[src/rtl/core_seq.sv]
// core_seq: instruction sequencer that runs one full compute tile on its own.
// Phases: fetch weights into L0, push them into the PE array, fetch activations,
// execute, then drain OFIFO result rows into PMEM. Every output is registered.
module core_seq #(
   parameter int row     = 8,
   parameter int col     = 8,
   parameter int xmem_aw = 8,
   parameter int pmem_aw = 9,
   parameter int len_w   = 8
) (
   input  logic               clk,
   input  logic               reset,
   input  logic               start,
   input  logic               mode_i,
   input  logic [xmem_aw-1:0] w_base,
   input  logic [xmem_aw-1:0] x_base,
   input  logic [len_w-1:0]   x_len,
   input  logic [pmem_aw-1:0] p_base,
   input  logic               l0_ready,
   input  logic               ofifo_valid,
   output logic               xmem_cen,
   output logic [xmem_aw-1:0] xmem_a,
   output logic               l0_wr,
   output logic               l0_rd,
   output logic               load,
   output logic               execute,
   output logic               mode,
   output logic               ofifo_rd,
   output logic               pmem_cen,
   output logic               pmem_wen,
   output logic [pmem_aw-1:0] pmem_a,
   output logic               busy,
   output logic               done
);

   // Phase counters must hold either array dimension or the activation count.
   localparam int row_w = $clog2(row + 1);
   localparam int col_w = $clog2(col + 1);
   localparam int dim_w = (row_w > col_w) ? row_w : col_w;
   localparam int cnt_w = (len_w > dim_w) ? len_w : dim_w;
   localparam logic [cnt_w-1:0] row_c = cnt_w'(row);

   typedef enum logic [2:0] {
      IDLE, WFETCH, WPUSH, XFETCH, EXEC, DRAIN, FIN
   } state_t;

   state_t state, state_n;

   // rd_cnt: requests issued (fetch/drain) or strobe cycles (push/exec).
   // wr_cnt: L0 writes completed (fetch) or PMEM writes issued (drain).
   logic [cnt_w-1:0]   rd_cnt, rd_cnt_n, wr_cnt, wr_cnt_n;
   logic [xmem_aw-1:0] w_base_q, w_base_n, x_base_q, x_base_n;
   logic [len_w-1:0]   x_len_q, x_len_n;
   logic [pmem_aw-1:0] p_base_q, p_base_n;

   logic               xmem_cen_n, l0_wr_n, l0_rd_n, load_n, execute_n, mode_n;
   logic               ofifo_rd_n, pmem_cen_n, pmem_wen_n, busy_n, done_n;
   logic [xmem_aw-1:0] xmem_a_n;
   logic [pmem_aw-1:0] pmem_a_n;

   logic [xmem_aw-1:0] fetch_base;
   logic [cnt_w-1:0]   fetch_len, xl_c;

   assign xl_c = cnt_w'(x_len_q);

   // State, counters, latched tile descriptor and all registered outputs.
   always_ff @(posedge clk) begin
      if (reset) begin
         state    <= IDLE;
         rd_cnt   <= '0;
         wr_cnt   <= '0;
         w_base_q <= '0;
         x_base_q <= '0;
         x_len_q  <= '0;
         p_base_q <= '0;
         xmem_cen <= 1'b1;
         xmem_a   <= '0;
         l0_wr    <= 1'b0;
         l0_rd    <= 1'b0;
         load     <= 1'b0;
         execute  <= 1'b0;
         mode     <= 1'b0;
         ofifo_rd <= 1'b0;
         pmem_cen <= 1'b1;
         pmem_wen <= 1'b1;
         pmem_a   <= '0;
         busy     <= 1'b0;
         done     <= 1'b0;
      end else begin
         state    <= state_n;
         rd_cnt   <= rd_cnt_n;
         wr_cnt   <= wr_cnt_n;
         w_base_q <= w_base_n;
         x_base_q <= x_base_n;
         x_len_q  <= x_len_n;
         p_base_q <= p_base_n;
         xmem_cen <= xmem_cen_n;
         xmem_a   <= xmem_a_n;
         l0_wr    <= l0_wr_n;
         l0_rd    <= l0_rd_n;
         load     <= load_n;
         execute  <= execute_n;
         mode     <= mode_n;
         ofifo_rd <= ofifo_rd_n;
         pmem_cen <= pmem_cen_n;
         pmem_wen <= pmem_wen_n;
         pmem_a   <= pmem_a_n;
         busy     <= busy_n;
         done     <= done_n;
      end
   end

   // Next-state and next-output decode; outputs become visible one edge later.
   always_comb begin
      state_n    = state;
      rd_cnt_n   = rd_cnt;
      wr_cnt_n   = wr_cnt;
      w_base_n   = w_base_q;
      x_base_n   = x_base_q;
      x_len_n    = x_len_q;
      p_base_n   = p_base_q;
      xmem_cen_n = 1'b1;
      xmem_a_n   = xmem_a;
      // XMEM data arrives one cycle after the request, so the L0 write trails it.
      l0_wr_n    = ~xmem_cen;
      l0_rd_n    = 1'b0;
      load_n     = 1'b0;
      execute_n  = 1'b0;
      mode_n     = mode;
      ofifo_rd_n = 1'b0;
      pmem_cen_n = 1'b1;
      pmem_wen_n = 1'b1;
      pmem_a_n   = pmem_a;
      fetch_base = (state == XFETCH) ? x_base_q : w_base_q;
      fetch_len  = (state == XFETCH) ? xl_c : row_c;

      case (state)
         IDLE: begin
            if (start) begin
               w_base_n = w_base;
               x_base_n = x_base;
               x_len_n  = x_len;
               p_base_n = p_base;
               mode_n   = mode_i;
               rd_cnt_n = '0;
               wr_cnt_n = '0;
               state_n  = WFETCH;
            end
         end
         WFETCH, XFETCH: begin
            // A stalled L0 blocks new requests; an in-flight read still lands.
            if (l0_ready && (rd_cnt != fetch_len)) begin
               xmem_cen_n = 1'b0;
               xmem_a_n   = fetch_base + xmem_aw'(rd_cnt);
               rd_cnt_n   = rd_cnt + cnt_w'(1);
            end
            if (l0_wr) begin
               wr_cnt_n = wr_cnt + cnt_w'(1);
               if (wr_cnt == fetch_len - cnt_w'(1)) begin
                  // Last vector written: first push/exec strobe goes out now.
                  rd_cnt_n = cnt_w'(1);
                  wr_cnt_n = '0;
                  l0_rd_n  = 1'b1;
                  if (state == WFETCH) begin
                     state_n = WPUSH;
                     load_n  = 1'b1;
                  end else begin
                     state_n   = EXEC;
                     execute_n = 1'b1;
                  end
               end
            end
         end
         WPUSH: begin
            if (rd_cnt != row_c) begin
               l0_rd_n  = 1'b1;
               load_n   = 1'b1;
               rd_cnt_n = rd_cnt + cnt_w'(1);
            end else begin
               rd_cnt_n = '0;
               state_n  = (x_len_q == '0) ? FIN : XFETCH;
            end
         end
         EXEC: begin
            if (rd_cnt != xl_c) begin
               l0_rd_n   = 1'b1;
               execute_n = 1'b1;
               rd_cnt_n  = rd_cnt + cnt_w'(1);
            end else begin
               rd_cnt_n = '0;
               wr_cnt_n = '0;
               state_n  = DRAIN;
            end
         end
         DRAIN: begin
            // A read cycle is always followed by its write cycle, which
            // limits OFIFO reads to one every two cycles.
            if (ofifo_rd) begin
               pmem_cen_n = 1'b0;
               pmem_wen_n = 1'b0;
               pmem_a_n   = p_base_q + pmem_aw'(wr_cnt);
               wr_cnt_n   = wr_cnt + cnt_w'(1);
            end else if (ofifo_valid && (rd_cnt != xl_c)) begin
               ofifo_rd_n = 1'b1;
               rd_cnt_n   = rd_cnt + cnt_w'(1);
            end
            if (!pmem_cen && (wr_cnt == xl_c)) begin
               state_n = FIN;
            end
         end
         FIN: begin
            state_n = IDLE;
         end
         default: begin
            state_n = IDLE;
         end
      endcase

      busy_n = (state_n != IDLE);
      done_n = (state_n == FIN);
   end

endmodule

[config.mk]
export PLATFORM = sky130hd
export DESIGN_NAME = core_seq
export DESIGN_NICKNAME = d
export VERILOG_FILES = /design/src/rtl/core_seq.sv
export SDC_FILE = /design/constraint.sdc
export NUM_CORES = 1
export LEC_CHECK = 0
export CAP_MARGIN = 20
export CORE_MARGIN = 3
export CORE_UTILIZATION = 40
export CTS_CLUSTER_DIAMETER = 50
export DETAILED_ROUTE_END_ITERATION = 8
export PLACE_DENSITY = 0.61
export RECOVER_POWER = 25
export SLEW_MARGIN = 20
export SYNTH_ARGS = -nofsm -noshare
export SYNTH_HDL_FRONTEND = slang
export SYNTH_SLANG_ARGS = --single-unit
[constraint.sdc]
create_clock -name clk -period 7.9 [get_ports clk]
set_input_delay 1.185 -clock clk [delete_from_list [all_inputs] [get_ports clk]]
set_output_delay 1.185 -clock clk [all_outputs]
set_load 0.005 [all_outputs]
==> out/qor.csv, run 1 <==
stage,metric,value,unit
clock_tree,clock_sinks,79,
power_and_ir_drop,pwr_density_cell,154.3,nW/um^2
global_routing,grt.total_usage,18.97,%
die,initial_core_util,41.14,%
place,gp_congestion,0.8654,
drt,drt_iter0_markers,176,
clock_tree,postCtsSetupRepairBufs,0,
timing,setup_slack,3.842,ns
clock_tree,htreeDepth,3,
place,dpl_cell_area,5166,sq um
logic_synthesis,synthesis.area,4479,sq um
die,die_x,111.8,um
timing,setup_violations,0,
drt,vias,3970,
critical_path,crit_type,in -> reg,
outcome,violations,"max-capacitance violations, max-slew violations",
critical_path,arrival,4.31,ns
clock_tree,numCtsBuffers,9,
logic_synthesis,syn_area_per_cell,7.872,sq um
timing,fmax,0.2464,GHz
place,port-buffer-count,66,
drt,wl_per_cell,15.22,um
clock_tree,clk_pin_slew,0.08,ns
layout,drive_gt1_share,4.241,%
place,dp_hpwl,8346,um
hold_path,holdPathEnd,l0_wr,
die,rows,38,
global_routing,grt_max_degree,70,
critical_path,r2r-start,state[0],
critical_path,cp_max_fo,69,
power_and_ir_drop,totalPowerFinal,822.3,uW
hold_path,worst_hold_path.num_cells,1,
critical_path,rr_worst_depth,11,
clock_tree,hold_buffers,0,
flow_run,drv_cap,1,
timing,slew_viol_final,70,
power_and_ir_drop,ir_drop,86.00,uV
drt,via_per_inst,5.272,
logic_synthesis,mappedNetlistNets,629,
layout,diodes,0,
die,dieArea,12500,sq um
place,pre_cts_ws,4.139,ns
hold_path,min_from,xmem_cen,
critical_path,startpoint_type,primary input,
power_and_ir_drop,p_leak,2.074,nW
layout,design_area,5328,sq um
drt,drt_wl_total,11460,um
global_routing,antenna_found_initial,0,
logic_synthesis,yosys.area.top_type,dfxtp_1,
die,die_h,111.8,um
timing,worstMarginPinSlew,2.995,ns
logic_synthesis,ys_seq_area_share,35.31,%
clock_tree,cts_resized,0,
critical_path,r2r_setup_slack,4.01,ns
logic_synthesis,ys_ff_latch,79,
timing,fin_tns_setup,0,ns
critical_path,max_stage_delay,2.09,ns
timing,maxSlewHeadroom,-99.65,%
drt,drt_drc_violations_left,0,
die,core,10890,sq um
timing,clock_skew,0.01166,ns
logic_synthesis,synth.area.top_cells,"dfxtp_1 (35%), nand2_1 (9.8%), a21oi_1 (7.2%)",
critical_path,cp_num_buf_inv,2,
logic_synthesis,yosysMostFrequentCell,nand2_1,
timing,holdWs,0.4366,ns
logic_synthesis,yosys.area.top_type_share,35.31,%
logic_synthesis,synth_edf_count,0,
logic_synthesis,syn_inst,569,
critical_path,path_cells,buf_2 -> clkbuf_1 -> nor2_1 -> nor4b_1 -> a221o_1,
global_routing,grt_overflow,0,
global_routing,grt_pass1_wl,19250,um
die,io-pin-count,67,
logic_synthesis,yosysWarningCount,0,
logic_synthesis,synth_cell_type_count,60,
layout,fin_nets,669,
outcome,status,"finished, violations left",
timing,rsz0062_at_grt,no,
clock_tree,cts_buffer_depth,2,
logic_synthesis,ys.flop_type,dfxtp_1,
clock_tree,clockRootBuffer,clkbuf_8,
clock_tree,tritoncts,done,
timing,post-route-min-period,4.058,ns
timing,hold_violations,0,
global_routing,first_global_vias,3889,
drt,ant_nets,0,
clock_tree,clk_latency,0.36,ns
hold_path,worstHoldPathType,reg -> reg,
critical_path,crit_required,8.15,ns
logic_synthesis,synth_common_cells,"nand2_1 (117), dfxtp_1 (79), a21oi_1 (64)",
layout,syn2layout_area_growth,18.94,%
timing,fin_crit_sh,51.37,%
critical_path,worst_path_max_delay_cell,clkbuf_1,
critical_path,path_delay_family,buffers and inverters,
drt,first_pass_iters,5,
critical_path,rr_endpoint,rd_cnt[3],
logic_synthesis,synthArstFlopShare,0,%
critical_path,critPathCaptureType,register,
## metrics by stage
step,utilization [%],instances
3_3_place_gp,47.45,738
4_1_cts,48.97,753
3_5_place_dp,47.45,738
5_1_grt,48.93,753
2_1_floorplan,-,569
6_report,48.93,753
## sequential cells by signal (all words and copies together) (netlist names)
register / flops
xmem_a: 8
pmem_wen: 1
wr_cnt: 8
pmem_a: 9
p_base_q: 9
rd_cnt: 8
mode: 1
busy: 1
x_len_q: 8
w_base_q: 8
state: 3
ofifo_rd: 1
l0_rd: 1
x_base_q: 8
l0_wr: 1
done: 1
xmem_cen: 1
execute: 1
load: 1
## cells in the final DEF, fill, tap and decap left out, drive strengths merged, types with 4 or more instances in the layout
cell	Yosys	routed
mux2i	6	6
ha	19	19
o21ai	12	12
nor2b	5	5
o211ai	4	4
a221o	4	4
xnor2	27	27
nand3b	4	4
xor2	20	20
and2	5	5
nand4b	5	5
nand2b	4	4
nand3	13	13
nor4	6	6
nand4	4	4
dlygate4sd3	0	5
dfxtp	79	79
a21o	6	6
inv	16	16
or3	5	5
clkdlybuf4s50	0	60
a21oi	64	64
clkbuf	34	13
nor2	40	40
nand2	117	117
nor3	13	13
## where the power goes
part	leakage, nW	switching [mW]	internal [mW]	total [mW]
sequential	0.643	0.0204	0.413	0.434
clock	0.0785	0.145	0.121	0.266
combinational	1.35	0.0642	0.0586	0.123
## metal layers
layer / wire [um] / vias up / GRT usage (%)
li1: - / 2030 / -
met1: 5606 / 1825 / 26.45
met2: 5084 / 96 / 28.78
met3: 558 / 19 / 4.565
met4: 210 / 0 / 6.407
met5: 0 / - / 0
## worst reg2reg max path, stage by stage (launching register included)
cell and delay [ns]:
dfxtp_1 0.71, and3b_1 0.69, nand2_1 0.13, ha_1 0.24
nor3b_1 0.18, xnor2_1 0.21, a21oi_1 0.09, o311a_1 0.39
nor4_4 0.38, o21a_2 0.28, nor3_4 0.08, a221o_1 0.41
## final cells by class
| class | instances | area (sq um) |
|---|---|---|
| fill | 1086 | 5560 |
| multi-input combinational | 434 | 2671 |
| sequential | 79 | 1582 |
| timing repair buffer | 69 | 674.4 |
| tap | 140 | 175.2 |
| clock buffer | 12 | 145.1 |
| inverter | 16 | 60.06 |
| clock inverter | 3 | 20.02 |
## worst max path at each step
stage | from | to | slack [ns] | depth (start not counted)
after global placement | state[0] | wr_cnt[2] | 4.23 | 11
after global routing | reset | rd_cnt[3] | 3.41 | 5
after floorplan | state[1] | wr_cnt[3] | 4.59 | 15
after detailed placement | state[0] | wr_cnt[4] | 4.14 | 11
after CTS | state[0] | wr_cnt[5] | 4.14 | 11
final | reset | rd_cnt[4] | 3.84 | 5
## cells by family after synthesis
group,Yosys count,synth area share [%]
XOR/XNOR,47,9.190
AND/OR/NAND/NOR,240,25.81
multiplexers,8,1.844
AO/OA/AOI/OAI,118,16.59
buffers and inverters,56,5.056
adder cells (fa/ha/maj),21,6.201
flip-flops,79,35.31
Power figures use the tool's default switching activity.
==> run 2, diff against run 1 <==
Settings changed: PLACE_DENSITY 0.61 to 0.63.
Clock period 7.9 ns to 3.5 ns, I/O delays scaled along.
==> out/qor.csv, run 2 (synthesized netlist as in run 1, its figures left out) <==
stage,metric,value,unit,change
global_routing,first_global_vias,3798,,-2.3%
clock_tree,cts_resized,0,,unchanged
layout,fin_nets,679,,+1.5%
critical_path,arrival,3.48,ns,-0.83 ns
place,port-buffer-count,66,,unchanged
timing,post-route-min-period,3.229,ns,
hold_path,worstHoldPathType,reg -> reg,,
timing,setup_violations,0,,unchanged
global_routing,antenna_found_initial,0,,unchanged
drt,drt_iter0_markers,182,,+3.4%
layout,syn2layout_area_growth,21.59,%,
die,dieArea,12500,sq um,unchanged
power_and_ir_drop,totalPowerFinal,2.020,mW,+150%
flow_run,drv_cap,0,,-1
timing,rsz0062_at_grt,no,,
die,die_h,111.8,um,unchanged
drt,vias,4086,,+2.9%
critical_path,startpoint_type,register,,
power_and_ir_drop,p_leak,2.128,nW,+2.6%
layout,drive_gt1_share,5.618,%,+1.4 points
place,dp_hpwl,8920,um,+6.9%
timing,fin_crit_sh,92.26,%,
clock_tree,cts_buffer_depth,2,,unchanged
die,io-pin-count,67,,unchanged
critical_path,crit_type,reg -> reg,,
clock_tree,clk_latency,0.37,ns,about the same
drt,first_pass_iters,5,,unchanged
drt,ant_nets,0,,unchanged
die,initial_core_util,41.14,%,unchanged
clock_tree,clock_sinks,79,,unchanged
timing,fmax,0.3097,GHz,
timing,hold_violations,0,,unchanged
drt,via_per_inst,5.355,,+1.6%
clock_tree,hold_buffers,0,,unchanged
global_routing,grt_max_degree,37,,-47%
layout,final_cell_mix,"nand2_1 (117), dfxtp_1 (79), clkdlybuf4s50_1 (65)",,
power_and_ir_drop,ir_drop,303.2,uV,+250%
timing,slew_viol_final,0,,-100%
critical_path,cp_max_fo,8,,-88%
critical_path,critPathCaptureType,register,,
layout,nFillCells,1099,,+1.2%
critical_path,crit_required,3.75,ns,-4.40 ns
global_routing,grt_pass1_wl,19480,um,+1.2%
timing,fin_tns_setup,0,ns,unchanged
die,rows,38,,unchanged
layout,diodes,0,,unchanged
clock_tree,postCtsSetupRepairBufs,0,,unchanged
global_routing,grt_overflow,0,,unchanged
drt,drt_wl_total,12090,um,+5.5%
layout,final_common_cell,nand2_1,,
critical_path,worst_path_max_delay_cell,or4b_1,,
clock_tree,clk_pin_slew,0.08,ns,about the same
critical_path,path_cells,and3b_1 -> nand2_1 -> ha_1 -> or4b_1 -> or4_1 -> nand3_1 -> nand3b_2 -> or3_1 -> a221oi_1 -> or2_1 -> nor2_1,,
clock_tree,numCtsBuffers,9,,unchanged
place,gp_congestion,0.8990,,+3.9%
die,die_x,111.8,um,unchanged
clock_tree,tritoncts,done,,
critical_path,max_stage_delay,0.46,ns,-1.63 ns
timing,clock_skew,0.01171,ns,+0.00004830 ns
die,core,10890,sq um,unchanged
drt,wl_per_cell,15.84,um,+4.1%
power_and_ir_drop,pwr_density_cell,370.9,nW/um^2,+140%
global_routing,grt.total_usage,19.30,%,+0.33 points
clock_tree,clockRootBuffer,clkbuf_8,,
timing,maxSlewHeadroom,4.244,%,+100 points
outcome,status,completed,,
drt,drt_drc_violations_left,0,,unchanged
clock_tree,htreeDepth,3,,unchanged
timing,worstMarginPinSlew,1.436,ns,-1.558 ns
layout,largestRegisters,"p_base_q x9, pmem_a x9",,
[run 2: final timing paths]
check                start        end  slack (ns)  cells past startpoint
hold reg to reg   xmem_cen      l0_wr        0.41                      1
hold / removal    xmem_cen      l0_wr        0.41                      1
setup reg to reg  state[2]  wr_cnt[3]        0.27                     11
setup / recovery  state[2]  wr_cnt[3]        0.27                     11
[run 2: final cells by class]
cell class              count  area [sq um]  share of cell area, %
clock buffers              12         145.1                  2.665
clock inverters             3         67.56                  1.241
inverters                  16         60.06                  1.103
multi-input cells         434          2671                  49.05
flip-flops and latches     79          1582                  29.04
well taps                 140         175.2                  3.216
repair buffers             79         745.7                  13.69
[run 2: where the power goes]
group / total [mW] / switching, mW / leakage, nW / internal (mW)
combinational: 0.296 / 0.158 / 1.38 / 0.138
clock: 0.754 / 0.336 / 0.103 / 0.418
sequential: 0.970 / 0.0371 / 0.643 / 0.933
total: 2.02 / 0.531 / 2.13 / 1.49
[run 2: stage by stage]
stage          cells  instance area, sq um  util (%)  setup slack, ns  hold WS [ns]
2_1_floorplan    569                  4479         -           0.1893        0.4010
3_3_place_gp     748                  5241     48.14           0.3316        0.4074
3_5_place_dp     748                  5241     48.14           0.3044        0.4032
4_1_cts          763                  5454     50.09           0.2734        0.4174
5_1_grt          763                  5446     50.02          0.04546        0.4314
6_report         763                  5446     50.02           0.2708        0.4109
[run 2: critical path: cells and delay by family, from the launching register on]
family                     cells  cell delay (ns)
AOI/OAI and AO/OA              1             0.35
adders and majority gates      1             0.18
DFF                            1             0.44
and+or+nand+nor                9             2.16
[run 2: per-layer routing]
metal / up-vias / routed length (um) / track usage, %
li1: 2041 / - / -
met3: 19 / 546 / 4.783
met1: 1924 / 5768 / 26.50
met2: 102 / 5548 / 30.22
met5: - / 0 / 0
met4: 0 / 221 / 5.434
